### config.mk
export PLATFORM = sky130hd
export DESIGN_NAME = spixel_probe_flat
export DESIGN_NICKNAME = d
export VERILOG_FILES = /design/src/rtl/spixel_probe_if.sv /design/src/rtl/spixel_probe.sv /design/src/flat_wrapper.sv
export SDC_FILE = /design/constraint.sdc
export NUM_CORES = 1
export LEC_CHECK = 0
export CAP_MARGIN = 20
export CORE_MARGIN = 2
export CORE_UTILIZATION = 30
export CTS_CLUSTER_DIAMETER = 120
export CTS_CLUSTER_SIZE = 14
export DETAILED_ROUTE_END_ITERATION = 12
export PLACE_DENSITY = 0.49
export RECOVER_POWER = 25
export SYNTH_ARGS = -nofsm -noshare
export SYNTH_HDL_FRONTEND = slang
export SYNTH_SLANG_ARGS = --single-unit
### constraint.sdc
create_clock -name clk -period 5.05 [get_ports clk]
set_clock_uncertainty 0.05 [all_clocks]
set_input_delay 1.01 -clock clk [delete_from_list [all_inputs] [get_ports clk]]
set_output_delay 1.01 -clock clk [all_outputs]
set_load 0.01 [all_outputs]
### src/rtl/spixel_probe_if.sv
// Query handshake and frame-buffer read port bundle for spixel_probe.
// slave = probe side, master = requester / RAM side.
interface spixel_probe_if #(
  parameter int SPIXEL_X_WIDTH = 5,
  parameter int SPIXEL_Y_WIDTH = 5,
  parameter int ADDR_WIDTH     = 19,
  parameter int DATA_WIDTH     = 8
);
  logic [SPIXEL_X_WIDTH-1:0] x;
  logic [SPIXEL_Y_WIDTH-1:0] y;
  logic                      ireq;
  logic                      obusy;
  logic [DATA_WIDTH-1:0]     odata;
  logic                      odone;
  logic                      oerr;
  logic                      omixed;
  logic [ADDR_WIDTH-1:0]     oaddr;
  logic                      orden;
  logic [DATA_WIDTH-1:0]     irdata;

  modport master (
    output x, y, ireq, irdata,
    input  obusy, odata, odone, oerr,
    input  omixed, oaddr, orden
  );

  modport slave (
    input  x, y, ireq, irdata,
    output obusy, odata, odone, oerr,
    output omixed, oaddr, orden
  );
endinterface

### src/rtl/spixel_probe.sv
// Superpixel colour probe: reads a cell back from the frame-buffer RAM.
// Define SPIXEL_PROBE_SCAN_EN to scan the whole cell and report omixed.
module spixel_probe #(
  parameter int SPIXEL_X_WIDTH = 5,
  parameter int SPIXEL_Y_WIDTH = 5,
  parameter int SPIXEL_X_MAX   = 31,
  parameter int SPIXEL_Y_MAX   = 23,
  parameter int PIXEL_X_WIDTH  = 10,
  parameter int PIXEL_Y_WIDTH  = 9,
  parameter int PIXEL_X_MAX    = 639,
  parameter int PIXEL_Y_MAX    = 479,
  parameter int ADDR_WIDTH     = 19,
  parameter int DATA_WIDTH     = 8,
  parameter int RD_LATENCY     = 2
) (
  input logic           clk,
  input logic           rst,
  spixel_probe_if.slave bus
);
  localparam int PW = PIXEL_X_MAX + 1;
  localparam int SW = PW / (SPIXEL_X_MAX + 1);
  localparam int SH = (PIXEL_Y_MAX + 1) / (SPIXEL_Y_MAX + 1);
`ifdef SPIXEL_PROBE_SCAN_EN
  localparam int NPIX = SW * SH;
`else
  localparam int NPIX = 1;
`endif
  localparam int TW = $clog2(NPIX + RD_LATENCY + 1);

  typedef enum logic [1:0] {
    S_IDLE,
    S_ISSUE,
    S_WAIT,
    S_DONE
  } state_t;

  state_t                  state_q, state_d;
  logic [TW-1:0]           t_q, t_d;
  logic                    obusy_q, obusy_d;
  logic                    odone_q, odone_d;
  logic                    oerr_q, oerr_d;
  logic                    orden_q, orden_d;
  logic [ADDR_WIDTH-1:0]   oaddr_q, oaddr_d;
  logic [DATA_WIDTH-1:0]   odata_q, odata_d;

  logic [SPIXEL_X_WIDTH-1:0] x_in;
  logic [SPIXEL_Y_WIDTH-1:0] y_in;
  logic [PIXEL_X_WIDTH-1:0]  px;
  logic [PIXEL_Y_WIDTH-1:0]  py;
  logic [ADDR_WIDTH-1:0]     tl;
  logic                      in_range;
  logic                      samp;
  logic                      last;
  logic                      issue_last;
  logic [DATA_WIDTH-1:0]     first_pix;

`ifdef SPIXEL_PROBE_SCAN_EN
  localparam int CW = $clog2(SW) + 1;
  logic [CW-1:0]           col_q, col_d;
  logic [ADDR_WIDTH-1:0]   row_q, row_d;
  logic [DATA_WIDTH-1:0]   first_q, first_d;
  logic                    mix_q, mix_d;
  logic                    omixed_q, omixed_d;
  logic                    mix_now;
  logic                    m0;
`endif

  assign x_in = bus.x;
  assign y_in = bus.y;
  assign px = PIXEL_X_WIDTH'(32'(x_in) * 32'(SW));
  assign py = PIXEL_Y_WIDTH'(32'(y_in) * 32'(SH));
  assign tl = ADDR_WIDTH'(32'(py) * 32'(PW) + 32'(px));

  assign in_range = (32'(x_in) <= 32'(SPIXEL_X_MAX))
                 && (32'(y_in) <= 32'(SPIXEL_Y_MAX));

  // t counts cycles since the first issue; pixel m lands at t == RD+m
  assign samp = 32'(t_q) >= 32'(RD_LATENCY);
  assign last = 32'(t_q) == 32'(RD_LATENCY + NPIX - 1);
  assign issue_last = 32'(t_q) == 32'(NPIX - 1);

`ifdef SPIXEL_PROBE_SCAN_EN
  assign m0 = 32'(t_q) == 32'(RD_LATENCY);
  assign first_pix = m0 ? bus.irdata : first_q;
  assign mix_now = m0 ? 1'b0
                 : (mix_q | (bus.irdata != first_q));
`else
  assign first_pix = bus.irdata;
`endif

  always_comb begin
    state_d = state_q;
    t_d     = t_q;
    oerr_d  = oerr_q;
    orden_d = orden_q;
    oaddr_d = oaddr_q;
    odata_d = odata_q;
`ifdef SPIXEL_PROBE_SCAN_EN
    col_d    = col_q;
    row_d    = row_q;
    first_d  = first_q;
    mix_d    = mix_q;
    omixed_d = omixed_q;
`endif
    unique case (state_q)
      S_IDLE, S_DONE: begin
        state_d = S_IDLE;
        if (bus.ireq) begin
          t_d = '0;
          if (in_range) begin
            state_d = S_ISSUE;
            orden_d = 1'b1;
            oaddr_d = tl;
`ifdef SPIXEL_PROBE_SCAN_EN
            col_d = '0;
            row_d = tl;
`endif
          end else begin
            state_d = S_DONE;
            oerr_d  = 1'b1;
            odata_d = '0;
`ifdef SPIXEL_PROBE_SCAN_EN
            omixed_d = 1'b0;
`endif
          end
        end
      end
      S_ISSUE, S_WAIT: begin
        t_d = t_q + TW'(1);
        if (state_q == S_ISSUE) begin
          if (issue_last) begin
            orden_d = 1'b0;
            state_d = S_WAIT;
          end
`ifdef SPIXEL_PROBE_SCAN_EN
          else if (32'(col_q) == 32'(SW - 1)) begin
            col_d   = '0;
            row_d   = row_q + ADDR_WIDTH'(PW);
            oaddr_d = row_q + ADDR_WIDTH'(PW);
          end else begin
            col_d   = col_q + CW'(1);
            oaddr_d = oaddr_q + ADDR_WIDTH'(1);
          end
`endif
        end
        if (samp) begin
`ifdef SPIXEL_PROBE_SCAN_EN
          first_d = first_pix;
          mix_d   = mix_now;
`endif
          if (last) begin
            state_d = S_DONE;
            odata_d = first_pix;
            oerr_d  = 1'b0;
`ifdef SPIXEL_PROBE_SCAN_EN
            omixed_d = mix_now;
`endif
          end
        end
      end
      default: state_d = S_IDLE;
    endcase
    obusy_d = (state_d == S_ISSUE)
           || (state_d == S_WAIT);
    odone_d = (state_d == S_DONE);
  end

  always_ff @(posedge clk) begin
    if (rst) begin
      state_q <= S_IDLE;
      t_q     <= '0;
      obusy_q <= 1'b0;
      odone_q <= 1'b0;
      oerr_q  <= 1'b0;
      orden_q <= 1'b0;
      oaddr_q <= '0;
      odata_q <= '0;
`ifdef SPIXEL_PROBE_SCAN_EN
      col_q    <= '0;
      row_q    <= '0;
      first_q  <= '0;
      mix_q    <= 1'b0;
      omixed_q <= 1'b0;
`endif
    end else begin
      state_q <= state_d;
      t_q     <= t_d;
      obusy_q <= obusy_d;
      odone_q <= odone_d;
      oerr_q  <= oerr_d;
      orden_q <= orden_d;
      oaddr_q <= oaddr_d;
      odata_q <= odata_d;
`ifdef SPIXEL_PROBE_SCAN_EN
      col_q    <= col_d;
      row_q    <= row_d;
      first_q  <= first_d;
      mix_q    <= mix_d;
      omixed_q <= omixed_d;
`endif
    end
  end

  assign bus.obusy = obusy_q;
  assign bus.odone = odone_q;
  assign bus.oerr  = oerr_q;
  assign bus.orden = orden_q;
  assign bus.oaddr = oaddr_q;
  assign bus.odata = odata_q;
`ifdef SPIXEL_PROBE_SCAN_EN
  assign bus.omixed = omixed_q;
`else
  assign bus.omixed = 1'b0;
`endif
endmodule

### src/flat_wrapper.sv
// flat-port wrapper written by rule: the top's interface ports become plain ports
module spixel_probe_flat 
#(
  parameter int SPIXEL_X_WIDTH = 5,
  parameter int SPIXEL_Y_WIDTH = 5,
  parameter int SPIXEL_X_MAX   = 31,
  parameter int SPIXEL_Y_MAX   = 23,
  parameter int PIXEL_X_WIDTH  = 10,
  parameter int PIXEL_Y_WIDTH  = 9,
  parameter int PIXEL_X_MAX    = 639,
  parameter int PIXEL_Y_MAX    = 479,
  parameter int ADDR_WIDTH     = 19,
  parameter int DATA_WIDTH     = 8,
  parameter int RD_LATENCY     = 2
)
  (clk, rst, bus_x, bus_y, bus_ireq, bus_irdata, bus_obusy, bus_odata, bus_odone, bus_oerr, bus_omixed, bus_oaddr, bus_orden);
  spixel_probe_if #(.SPIXEL_X_WIDTH(SPIXEL_X_WIDTH), .SPIXEL_Y_WIDTH(SPIXEL_Y_WIDTH), .ADDR_WIDTH(ADDR_WIDTH), .DATA_WIDTH(DATA_WIDTH)) bus_i ();
  input logic clk;
  input logic rst;
  input wire logic [$bits(bus_i.x)-1:0] bus_x;
  input wire logic [$bits(bus_i.y)-1:0] bus_y;
  input wire logic [$bits(bus_i.ireq)-1:0] bus_ireq;
  input wire logic [$bits(bus_i.irdata)-1:0] bus_irdata;
  output wire logic [$bits(bus_i.obusy)-1:0] bus_obusy;
  output wire logic [$bits(bus_i.odata)-1:0] bus_odata;
  output wire logic [$bits(bus_i.odone)-1:0] bus_odone;
  output wire logic [$bits(bus_i.oerr)-1:0] bus_oerr;
  output wire logic [$bits(bus_i.omixed)-1:0] bus_omixed;
  output wire logic [$bits(bus_i.oaddr)-1:0] bus_oaddr;
  output wire logic [$bits(bus_i.orden)-1:0] bus_orden;
  assign bus_i.x = bus_x;
  assign bus_i.y = bus_y;
  assign bus_i.ireq = bus_ireq;
  assign bus_i.irdata = bus_irdata;
  assign bus_obusy = bus_i.obusy;
  assign bus_odata = bus_i.odata;
  assign bus_odone = bus_i.odone;
  assign bus_oerr = bus_i.oerr;
  assign bus_omixed = bus_i.omixed;
  assign bus_oaddr = bus_i.oaddr;
  assign bus_orden = bus_i.orden;
  spixel_probe #(.SPIXEL_X_WIDTH(SPIXEL_X_WIDTH), .SPIXEL_Y_WIDTH(SPIXEL_Y_WIDTH), .SPIXEL_X_MAX(SPIXEL_X_MAX), .SPIXEL_Y_MAX(SPIXEL_Y_MAX), .PIXEL_X_WIDTH(PIXEL_X_WIDTH), .PIXEL_Y_WIDTH(PIXEL_Y_WIDTH), .PIXEL_X_MAX(PIXEL_X_MAX), .PIXEL_Y_MAX(PIXEL_Y_MAX), .ADDR_WIDTH(ADDR_WIDTH), .DATA_WIDTH(DATA_WIDTH), .RD_LATENCY(RD_LATENCY)) u_core (.clk(clk), .rst(rst), .bus(bus_i));
endmodule
==> results of run 1 <==
-- worst min path at each step --
stage	startpoint	slack [ns]	cells past startpoint	end
final	u_core.bus.odata[1]	0.39	2	u_core.bus.odata[1]
after global routing	u_core.bus.odata[1]	0.42	2	u_core.bus.odata[1]
after CTS	u_core.bus.odata[1]	0.40	2	u_core.bus.odata[1]
after detailed placement	u_core.bus.odata[1]	0.39	2	u_core.bus.odata[1]
after global placement	u_core.bus.odata[1]	0.39	2	u_core.bus.odata[1]
after floorplan	u_core.bus.oaddr[13]	0.43	2	u_core.bus.oaddr[13]
-- stage by stage --
step / instances / utilization (%) / area [sq um] / hold WS, ns / power [mW]
finish: 369 / 40.0 / 2700 / 0.395 / 1.17
global route: 369 / 40.0 / 2700 / 0.421 / 1.29
CTS: 369 / 40.0 / 2710 / 0.401 / 1.20
detailed placement: 361 / 38.9 / 2630 / 0.392 / 0.997
global placement: 361 / 38.9 / 2630 / 0.388 / 0.998
floorplan: 243 / - / 2080 / 0.426 / 0.789
-- layout make-up --
type,count,share of cell area [%]
clock buffers,8,2.96
multi-input cells,183,48.4
well taps,80,3.71
flip-flops and latches,33,24.5
repair buffers,51,18.6
inverters,14,1.95
-- power by group through the flow --
stage                     clock network, mW  logic, mW  registers [mW]
after global routing                  0.211      0.712           0.366
final                                 0.188      0.626           0.357
after floorplan                           0      0.406           0.383
after global placement                    0      0.635           0.363
after detailed placement                  0      0.634           0.363
after CTS                             0.199      0.640           0.358
-- logic make-up (layout without fill, tap and decap cells) --
group / after synthesis / count (layout)
xor gates and xnor gates: 16 / 16
other: 1 / 3
buffers and inverters: 27 / 73
AOI/OAI and AO/OA: 47 / 47
adders and majority gates: 30 / 30
DFF: 33 / 33
muxes: 1 / 1
and+or+nand+nor: 86 / 86
-- routing by layer --
layer  up-vias  share of wire [%]  GRT usage, %
met5         -                  0             0
met3         8                3.2          3.22
met4         0                1.5          4.20
li1        910                  -             -
met2        29                 45          20.4
met1       768                 51          17.1
-- critical path, stage by stage --
cell,delay [ns]
clkdlybuf4s50_1,0.50
ha_1,0.32
ha_1,0.17
inv_1,0.06
fa_1,0.50
inv_1,0.05
ha_1,0.29
inv_1,0.06
fa_1,0.44
nand2b_1,0.16
a21oi_1,0.20
xor2_1,0.27
and4_1,0.25
nand4_1,0.10
a311oi_1,0.25
-- Yosys cell counts (3+ instances only) --
cell      number
nand2_1       34
dfxtp_1       33
ha_1          27
a21oi_1       24
nor2_1        15
inv_1         14
clkbuf_1       9
nand3b_1       9
xnor2_1        9
nand3_1        8
a211oi_1       7
nor2b_1        6
xor2_1         6
a21o_1         3
buf_4          3
fa_1           3
nor3_1         3
-- registers in the layout, summed over array words and instances (netlist names) --
name,count
u_core.bus.oaddr,17
u_core.bus.orden,1
u_core.bus.odone,1
u_core.bus.odata,8
u_core.bus.oerr,1
u_core.bus.obusy,1
u_core.t_q,2
u_core.state_q,2
==> metrics.yaml, run 1 <==
status:
  outcome: "finished with violations"
  violations: "max-capacitance violations, max-slew violations"
floorplanning:
  die_x_um: 87.1
  dieArea_sq_um: 7590
  row_count: 30
  core_sq_um: 6760
  die_h_um: 87.1
  ios: 53
  initial_core_util_pct: 30.7
drt:
  drc: 0
  wire_per_inst_um: 12.7
  ant_nets: 0
  drt_iter0_drc: 57
  dr_total_vias: 1715
  via_per_inst: 4.65
  routed_wl_mm: 4.67
  dr.pass1.iters: 4
worst_setup_path:
  cp_max_fo: 4
  r2r-end: "u_core.bus.oaddr[17]"
  r2r_slack_ns: 2.67
  end_kind: "flop"
  r2r_start: "u_core.state_q[0]"
  r2r_cells: 5
  crit_end: "u_core.bus.oaddr[18]"
  critPathLaunchType: "input pin"
  crit_start: "bus_y[3]"
  arrival_ns: 4.63
  worst-setup-path-type: "input pin to flop"
  required_ns: 5.18
power_and_ir_drop:
  swShare_pct: 39.1
  sequentialPowerShare_pct: 30.5
  clockPowerShare_pct: 16.1
  vdd_ir_drop_max_uv: 165
  powerDensity_nw_per_um2: 434
  power.net_switching_mw: 0.458
  p_comb_share_pct: 53.4
  internal_power_mw: 0.713
  power_leakage_nw: 1.09
grt:
  antenna_found_initial: 0
  grt_max_degree: 34
  overflow: 0
  grt_pass1_vias: 1665
  track_usage_pct: 12.8
  grt_pass1_wl_mm: 7.65
finish:
  fin_nets: 339
  final_cell_mix: "clkdlybuf4s50_1, nand2_1, dfxtp_1"
  seq_area_sq_um: 661
  antennaDiodeCount: 0
  num-fill-cells: 712
  synthToLayoutAreaGrowth_pct: 30.3
  multi_input_area_sq_um: 1310
  drive_gt1_share_pct: 4.84
  layout_commonest_cell: "clkdlybuf4s50_1"
placement:
  gp_congestion: 0.766
  io_buffers: 49
  dp_slack_ns: 0.266
  hpwl_mm: 3.51
cts:
  clk_latency_ns: 0.28
  root_buffer: "clkbuf_8"
  cts_max_level: 2
  post_cts_buffers: 0
  cts_buffers: 5
  cts.sink_count: 33
  cts_resized: 0
  cts_tree: "yes"
  clkTransAtPathRegs_ns: 0.06
  holdBufCountCts: 0
  cts_buffer_depth: 2
timing:
  setup_violations: 0
  rsz0062_at_grt: "false"
  setup_tns_ns: 0
  relSlewSlack_pct: -4.33
  setup_slack_ns: 0.551
  max_freq_mhz: 222
  worst-slew-pin-transition_ns: 1.56
  hold_viol_final: 0
  finalCritPeriodShare_pct: 89.1
  post-route-min-period_ns: 4.50
  drv_slew: 34
yosys:
  synth-main-ff-cell: "dfxtp_1"
  synth_cells: 241
  ys_ff_latch: 33
  synth_top_family_by_area: "simple AND/OR/NAND/NOR gates"
  synth_edf_count: 0
  async_flop_share_pct: 0
  synth_top_area_share_pct: 31.9
  synthSimpleGateAreaFrac_pct: 20.6
  syn_avg_cell_area_sq_um: 8.60
  synth_cell_types: 42
  synth_area_leaders: "dfxtp_1, ha_1, nand2_1, a21oi_1, xnor2_1"
  synth_mux_area_share_pct: 0.724
  synth_compound_area_share_pct: 14.8
  yosysTopAreaCell: "dfxtp_1"
  yosysWarnings: 0
  yosysSeqAreaShare_pct: 31.9
  synthAdderAreaFrac_pct: 19.2
  syn-cell-area_sq_um: 2070
  synth-xor-area-share_pct: 7.12
run:
  cap_violations: 1
worst_hold_path:
  hp-class: "flop to flop"
No activity file was read; power rests on OpenSTA's default activity.
==> run 2: changes to the inputs <==
- PLACE_DENSITY: 0.49 -> unset
- PLACE_DENSITY_LB_ADDON: unset -> 0.15
- SLEW_MARGIN: unset -> 20
- clock period: 5.05 -> 3.86 ns (I/O delays scaled with it)
==> metrics.yaml, run 2 (same netlist as run 1, synthesis figures left out) <==
status:
  outcome: "complete, no violations"
power_and_ir_drop:
  swShare_pct: 37.4
  p_comb_share_pct: 56.6
  sequentialPowerShare_pct: 28.0
  vdd_ir_drop_max_uv: 242
  internal_power_mw: 1.04
  power_leakage_nw: 1.26
  clockPowerShare_pct: 15.4
  power.net_switching_mw: 0.623
  fin_total_pwr_mw: 1.67
  powerDensity_nw_per_um2: 559
timing:
  post-route-min-period_ns: 3.62
  worst-slew-pin-transition_ns: 0.930
  setup_violations: 0
  finalCritPeriodShare_pct: 93.9
  drv_slew: 0
  relSlewSlack_pct: 37.8
  rsz0062_at_grt: "false"
  max_freq_mhz: 276
  hold_viol_final: 0
cts:
  cts_buffer_depth: 2
  clkTransAtPathRegs_ns: 0.07
  cts_max_level: 2
  cts_buffers: 5
  cts.sink_count: 33
  cts_tree: "yes"
  root_buffer: "clkbuf_8"
  clk_latency_ns: 0.28
  holdBufCountCts: 0
floorplanning:
  ios: 53
  core_sq_um: 6760
  initial_core_util_pct: 30.7
  row_count: 30
  die_x_um: 87.1
  die_h_um: 87.1
  dieArea_sq_um: 7590
finish:
  final_cell_mix: "nand2_1, dfxtp_1, clkdlybuf4s50_1"
  layout_commonest_cell: "nand2_1"
  antennaDiodeCount: 0
  drive_gt1_share_pct: 18.4
  synthToLayoutAreaGrowth_pct: 43.6
  fin_nets: 367
  stdcell_area_sq_um: 2980
  largest_register_ffs: 17
drt:
  wire_per_inst_um: 11.7
  drt_iter0_drc: 45
  dr.pass1.iters: 4
  routed_wl_mm: 4.65
  ant_nets: 0
  drc: 0
  dr_total_vias: 1820
  via_per_inst: 4.60
run:
  cap_violations: 0
worst_hold_path:
  hp-class: "flop to flop"
worst_setup_path:
  cp_max_fo: 3
  critPathLaunchType: "input pin"
  end_kind: "flop"
  worst-setup-path-type: "input pin to flop"
  slowest_delay_ns: 0.57
  path_cells: "dlygate4sd2_1, ha_1, inv_1, fa_1, inv_2, ha_4, inv_1, fa_2, nand2b_4, a21oi_4, xor2_2, and4_4, nand4_1, a311oi_1"
  critPathBufInv: 4
  required_ns: 3.99
  crit_family: "adder cells"
  arrival_ns: 3.75
  crit_path_frequent_cell: "inv_1"
  slowest_stage: "fa_1"
placement:
  place_area_sq_um: 2830
  gp_congestion: 0.730
  io_buffers: 49
  hpwl_mm: 3.51
grt:
  grt_pass1_vias: 1747
  overflow: 0
  grt_pass1_wl_mm: 7.97
  track_usage_pct: 13.0
  antenna_found_initial: 0
  grt_max_degree: 26
-- run 2: cell types whose count changed in the layout (fill, tap and decap cells not counted), moves of 2 or more --
cell / delta
buf_4: +29
clkdlybuf4s50_1: -8
clkbuf_1: -3
dlygate4sd2_1: +3
dlygate4sd3_1: +3
ha_1: -3
clkbuf_2: +2
ha_4: +2
inv_1: -2
inv_2: +2
-- run 2: metrics by stage --
step           TNS [ns]  cells  setup slack, ns  hold slack, ns  utilization (%)
2_1_floorplan         0    243           0.0432           0.426                -
3_3_place_gp      -1.75    387           -0.461           0.388             41.9
3_5_place_dp      -1.73    387           -0.489           0.395             41.9
4_1_cts               0    395           0.0205           0.402             43.5
5_1_grt               0    396           0.0433           0.425             44.1
6_report              0    396            0.235           0.396             44.1
-- run 2: final cells by class --
cell class                 count  area (sq um)
fill                         699          3780
multi-input combinational    183          1380
timing repair buffer          79           702
sequential                    33           661
tap                           80           100
clock buffer                   7          86.3
inverter                      14          52.6
-- run 2: power by group through the flow --
stage               Combinational [mW]  Clock (mW)  Sequential [mW]
floorplan                        0.545           0            0.500
global placement                 0.921           0            0.474
detailed placement               0.914           0            0.474
CTS                              0.941       0.268            0.468
global route                      1.06       0.284            0.478
finish                           0.943       0.257            0.466
-- run 2: per-layer routing --
layer	share of wire (%)	routed length (um)	GRT usage, %
met2	47	2200	20.8
met1	49	2270	17.9
met5	0	0	0
met3	3.3	153	3.41
met4	0.56	26	2.10
-- run 2: timing repair --
action / 4_1_cts / 5_1_grt
endpoints found under the setup margin: 4 / 4
setup buffers: 1 / 1
pin swaps: 6 / 13
resized for setup: 7 / 12
-- run 2: final timing paths --
path	start	endpoint	slack, ns	cells after the start
min	u_core.bus.odata[7]	u_core.bus.odata[7]	0.40	2
max	bus_y[2]	u_core.bus.oaddr[18]	0.24	14
min reg2reg	u_core.bus.odata[7]	u_core.bus.odata[7]	0.40	2
max reg2reg	u_core.state_q[0]	u_core.bus.oaddr[17]	1.49	5
-- run 2: worst reg2reg max path: stages (launching register included) --
cell and delay, ns:
dfxtp_1 0.36, inv_1 0.05, ha_1 0.61, and3_1 0.84
nor2_1 0.11, a311oi_2 0.26
